**src/rtl/seqdet_gen.sv**
```systemverilog
// seqdet_gen: serial pattern detector with a runtime-loadable pattern, length and overlap mode.
// Define SEQDET_CNT_EN to build the saturating match counter; otherwise match_cnt is tied to 0.
module seqdet_gen #(
    parameter int          MAX_LEN = 8,
    parameter int          CNT_W   = 8,
    parameter logic [15:0] DEF_PAT = 16'h0012,
    parameter logic [4:0]  DEF_LEN = 5'd5,
    parameter logic        DEF_OVL = 1'b1
) (
    input  logic               clk,
    input  logic               nrst,
    input  logic               ain,
    input  logic               ain_vld,
    input  logic               cfg_load,
    input  logic [MAX_LEN-1:0] cfg_pat,
    input  logic [4:0]         cfg_len,
    input  logic               cfg_ovl,
    input  logic               cnt_clr,
    output logic               zout,
    output logic [CNT_W-1:0]   match_cnt
);
    localparam int             FW   = $clog2(MAX_LEN);
    localparam logic [4:0]     MAXL = 5'(MAX_LEN);
    localparam logic [FW-1:0]  FMAX = FW'(MAX_LEN - 1);
    logic [MAX_LEN-1:0] pat_r, win, mask;
    logic [MAX_LEN-2:0] hist_r;
    logic [FW-1:0]      fill_r;
    logic [4:0]         len_r, len_new;
    logic               ovl_r, match;
    always_comb begin
        win = {hist_r, ain};
        for (int i = 0; i < MAX_LEN; i++) mask[i] = 5'(i) < len_r;
        match = ain_vld && !cfg_load && (5'(fill_r) + 5'd1 >= len_r) && (((win ^ pat_r) & mask) == '0);
        len_new = cfg_len < 5'd2 ? 5'd2 : cfg_len > MAXL ? MAXL : cfg_len;
    end
    // A load discards the sample on its edge but keeps hist_r; clearing fill_r makes the old bits invisible.
    always_ff @(posedge clk or negedge nrst) begin
        if (!nrst) begin
            pat_r  <= DEF_PAT[MAX_LEN-1:0];
            len_r  <= DEF_LEN;
            ovl_r  <= DEF_OVL;
            hist_r <= '0;
            fill_r <= '0;
            zout   <= 1'b0;
        end else if (cfg_load) begin
            pat_r  <= cfg_pat;
            len_r  <= len_new;
            ovl_r  <= cfg_ovl;
            fill_r <= '0;
            zout   <= 1'b0;
        end else begin
            zout <= match;
            if (ain_vld) begin
                hist_r <= win[MAX_LEN-2:0];
                fill_r <= (match && !ovl_r) ? '0 : fill_r == FMAX ? fill_r : fill_r + FW'(1);
            end
        end
    end
`ifdef SEQDET_CNT_EN
    always_ff @(posedge clk or negedge nrst) begin
        if (!nrst) match_cnt <= '0;
        else if (cnt_clr) match_cnt <= '0;
        else if (match && match_cnt != '1) match_cnt <= match_cnt + CNT_W'(1);
    end
`else
    logic unused_clr;
    assign unused_clr = cnt_clr;
    assign match_cnt  = '0;
`endif
endmodule

```
**config.mk**
```make
export PLATFORM = sky130hd
export DESIGN_NAME = seqdet_gen
export DESIGN_NICKNAME = d
export VERILOG_FILES = /design/src/rtl/seqdet_gen.sv
export SDC_FILE = /design/constraint.sdc
export NUM_CORES = 1
export LEC_CHECK = 0
export CORE_UTILIZATION = 50
export CTS_BUF_LIST = sky130_fd_sc_hd__clkbuf_4 sky130_fd_sc_hd__clkbuf_8 sky130_fd_sc_hd__clkbuf_16
export CTS_CLUSTER_SIZE = 16
export DETAILED_ROUTE_END_ITERATION = 8
export GPL_TIMING_DRIVEN = 1
export PLACE_DENSITY_LB_ADDON = 0.12
export SYNTH_ARGS = -nofsm -noshare
export SYNTH_HDL_FRONTEND = slang
export SYNTH_SLANG_ARGS = --single-unit
```
**constraint.sdc**
```tcl
create_clock -name clk -period 2.7 [get_ports clk]
set_clock_uncertainty 0.2 [all_clocks]
set_input_delay 0.27 -clock clk [delete_from_list [all_inputs] [get_ports clk]]
set_output_delay 0.27 -clock clk [all_outputs]
set_load 0.005 [all_outputs]
```
==> load_flow_metrics.sql <==
INSERT INTO impl_metrics (metric_group, metric, value, unit) VALUES
('status', 'run_status', 'complete, no violations', ''),
('final_layout', 'drive_above_1_share', '26.3', '%'),
('drt', 'avgRoutedWirePerCell', '13.4', 'um'),
('run', 'maxcap_viol_count', '0', ''),
('clock_tree', 'post-cts-setup-buffer-count', '0', ''),
('sta', 'worst_slew_pin_slew', '525', 'ps'),
('die', 'design.core.area', '2520', 'um^2'),
('power', 'power.total', '0.887', 'mW'),
('synthesis', 'postSynth.topFlopCell', 'sky130_fd_sc_hd__dfrtp_1', ''),
('synthesis', 'ys_top_cells_by_area', 'sky130_fd_sc_hd__dfrtp_1, sky130_fd_sc_hd__mux2_2, sky130_fd_sc_hd__dfstp_2, sky130_fd_sc_hd__ha_1, sky130_fd_sc_hd__buf_4', ''),
('setup_path', 'cp-endpoint', 'fill_r[0]', ''),
('sta', 'setup_violations', '0', ''),
('sta', 'timing.final.crit_period', '2540', 'ps'),
('sta', 'setup_tns', '0', 'ps'),
('setup_path', 'setup.worst_path.start_class', 'register', ''),
('die', 'floorplan.initialDensity', '54.1', '%'),
('final_layout', 'syn2layout_area_growth', '16.1', '%'),
('drt', 'drtAntennaViolNets', '0', ''),
('setup_path', 'rr_startpoint', 'fill_r[0]', ''),
('clock_tree', 'worstSkewPairLatency', '310', 'ps'),
('power', 'power.leakage', '0.697', 'nW'),
('placement', 'port_buffers', '19', ''),
('placement', 'dp_hpwl', '1790', 'um'),
('die', 'die_h', '54.3', 'um'),
('synthesis', 'post-synth-top-area-fraction', '36.7', '%'),
('synthesis', 'synth-edff-count', '0', ''),
('clock_tree', 'cts-htree-levels', '1', ''),
('synthesis', 'synth_seq_area_share', '46.3', '%'),
('grt', 'grt_pass1_wl', '3590', 'um'),
('setup_path', 'worstSetupStartpoint', 'fill_r[0]', ''),
('clock_tree', 'cts.sinks', '25', ''),
('die', 'placementRows', '18', ''),
('clock_tree', 'tritoncts.num_buffers', '3', ''),
('clock_tree', 'cts_tree', 'built', ''),
('sta', 'finalHoldViolCount', '0', ''),
('drt', 'route.detailed.vias_per_inst', '5.29', ''),
('sta', 'min_period_over_period', '94.1', '%'),
('clock_tree', 'postCtsHoldBufs', '0', ''),
('setup_path', 'crit_required', '2700', 'ps'),
('drt', 'totalWireLength', '2250', 'um'),
('synthesis', 'ys_seq_elements', '25', ''),
('synthesis', 'synth.cells.most_frequent', 'sky130_fd_sc_hd__dfrtp_1, sky130_fd_sc_hd__mux2_2, sky130_fd_sc_hd__buf_4, sky130_fd_sc_hd__nor2_1', ''),
('sta', 'report.final.slew_viol_count', '0', ''),
('die', 'io_pins', '29', ''),
('sta', 'max_slew_margin', '64.1', '%'),
('synthesis', 'postSynthAreaPerCell', '11.9', 'um^2'),
('synthesis', 'async_reset_ff_share', '100', '%'),
('drt', 'drt_pass1_iterations', '4', ''),
('placement', 'dp_worst_setup_slack', '172', 'ps'),
('setup_path', 'end_kind', 'register', ''),
('placement', 'last_weighted_congestion_value_of_the_routability_driven_placer', '0.777', ''),
('synthesis', 'synthCells', '115', ''),
('hold_path', 'timing.hold.worst.class', 'primary input to asynchronous set/reset pin', ''),
('synthesis', 'yosysWarningCount', '0', ''),
('clock_tree', 'clock_pin_slew_on_the_worst_setup_and_hold_paths', '130', 'ps'),
('grt', 'pin_count_of_the_biggest_net_entering_global_routing', '26', ''),
('sta', 'fmax', '0.393', 'GHz'),
('sta', 'rsz_0062_raised_after_global_routing', 'false', ''),
('setup_path', 'worst-r2r-setup-slack', '160', 'ps'),
('synthesis', 'syn-cell-area', '1370', 'um^2'),
('drt', 'drc_violation_total_after_the_first_tritonroute_iteration', '12', ''),
('setup_path', 'rr_worst_depth', '7', ''),
('setup_path', 'critPathKind', 'register to register', ''),
('setup_path', 'crit-reg2reg-capture', 'fill_r[0]', ''),
('sta', 'fin_ws', '158', 'ps'),
('setup_path', 'worst-endpoint-arrival', '2540', 'ps'),
('final_layout', 'fin_nets', '164', ''),
('drt', 'vias', '884', ''),
('grt', 'grt_pass1_vias', '846', ''),
('synthesis', 'synth_cell_types', '33', ''),
('synthesis', 'synth_most_common_cell', 'sky130_fd_sc_hd__dfrtp_1', '');
==> placed cells by master, fill, tap and decap left out, types with 2 or more instances in the layout <==
cell,count
sky130_fd_sc_hd__dfrtp_1,20
sky130_fd_sc_hd__a21oi_1,2
sky130_fd_sc_hd__buf_4,3
sky130_fd_sc_hd__nor2b_1,2
sky130_fd_sc_hd__dfstp_2,5
sky130_fd_sc_hd__xnor2_1,4
sky130_fd_sc_hd__ha_1,6
sky130_fd_sc_hd__mux2i_1,2
sky130_fd_sc_hd__o21ai_0,6
sky130_fd_sc_hd__clkdlybuf4s50_1,19
sky130_fd_sc_hd__mux2_2,16
sky130_fd_sc_hd__xor2_1,5
sky130_fd_sc_hd__inv_1,6
sky130_fd_sc_hd__conb_1,8
sky130_fd_sc_hd__nor2_1,8
sky130_fd_sc_hd__nand3_1,2
sky130_fd_sc_hd__nand2b_1,3
sky130_fd_sc_hd__nor3_1,2
sky130_fd_sc_hd__clkbuf_4,4
==> per-stage QoR <==
step	std cells	utilization [%]	area (um^2)	hold slack, ps
finish	167	62.8	1590	99.7
global route	167	62.8	1590	114
CTS	167	62.8	1590	105
detailed placement	163	61.7	1560	320
global placement	163	61.7	1560	312
floorplan	122	-	1390	-226
==> worst max-delay path, cell delays in order (launching register included) <==
cell	delay, ps
sky130_fd_sc_hd__dfrtp_1	440
sky130_fd_sc_hd__ha_1	220
sky130_fd_sc_hd__ha_1	300
sky130_fd_sc_hd__ha_1	280
sky130_fd_sc_hd__o21ai_0	80
sky130_fd_sc_hd__a221o_2	420
sky130_fd_sc_hd__o41ai_4	400
sky130_fd_sc_hd__nor2_1	90
==> report_power, final <==
part           leakage [nW]  switching, mW  internal (mW)
registers             0.298         0.0490          0.439
logic                 0.380         0.0990          0.128
clock network        0.0184          0.104         0.0677
total                 0.697          0.252          0.635
==> layout make-up <==
| type | instances | area [um^2] |
|---|---|---|
| repair buffers | 22 | 213 |
| multi-input cells | 80 | 651 |
| flip-flops and latches | 25 | 632 |
| fillers | 207 | 937 |
| well taps | 30 | 37.5 |
| inverters | 6 | 22.5 |
| clock buffers | 4 | 30.0 |
==> layer usage <==
layer	part of all wire (%)	GRT usage (%)	up-vias	wire, um
met4	0.67	8.55	0	15
li1	-	-	426	-
met1	44	20.3	446	982
met5	0	0	-	0
met3	2.2	3.61	2	49
met2	53	30.9	10	1200
==> flip-flops by register name, summed over array words and instances (netlist names) <==
| register | cells |
|---|---|
| hist_r | 7 |
| pat_r | 8 |
| zout | 1 |
| fill_r | 3 |
| len_r | 5 |
| ovl_r | 1 |
==> worst min path at each step <==
stage | start | endpoint
detailed placement | hist_r[6] | hist_r[6]
CTS | nrst | hist_r[4]
global route | nrst | hist_r[4]
finish | nrst | hist_r[4]
floorplan | nrst | fill_r[0]
global placement | hist_r[6] | hist_r[6]
==> kinds of logic (layout without fill, tap and decap cells) <==
kind of cell / count (synthesis) / after routing / share of synthesized area (%)
compound gates: 17 / 17 / 10.9
buf+inv: 17 / 32 / 7.97
xor+xnor: 9 / 9 / 5.77
fa+ha+maj: 6 / 6 / 5.50
flops: 25 / 25 / 46.3
other cells: 1 / 8 / 0.275
simple gates: 22 / 22 / 8.62
mux: 18 / 18 / 14.7
No activity file was read; power rests on OpenSTA's default activity.
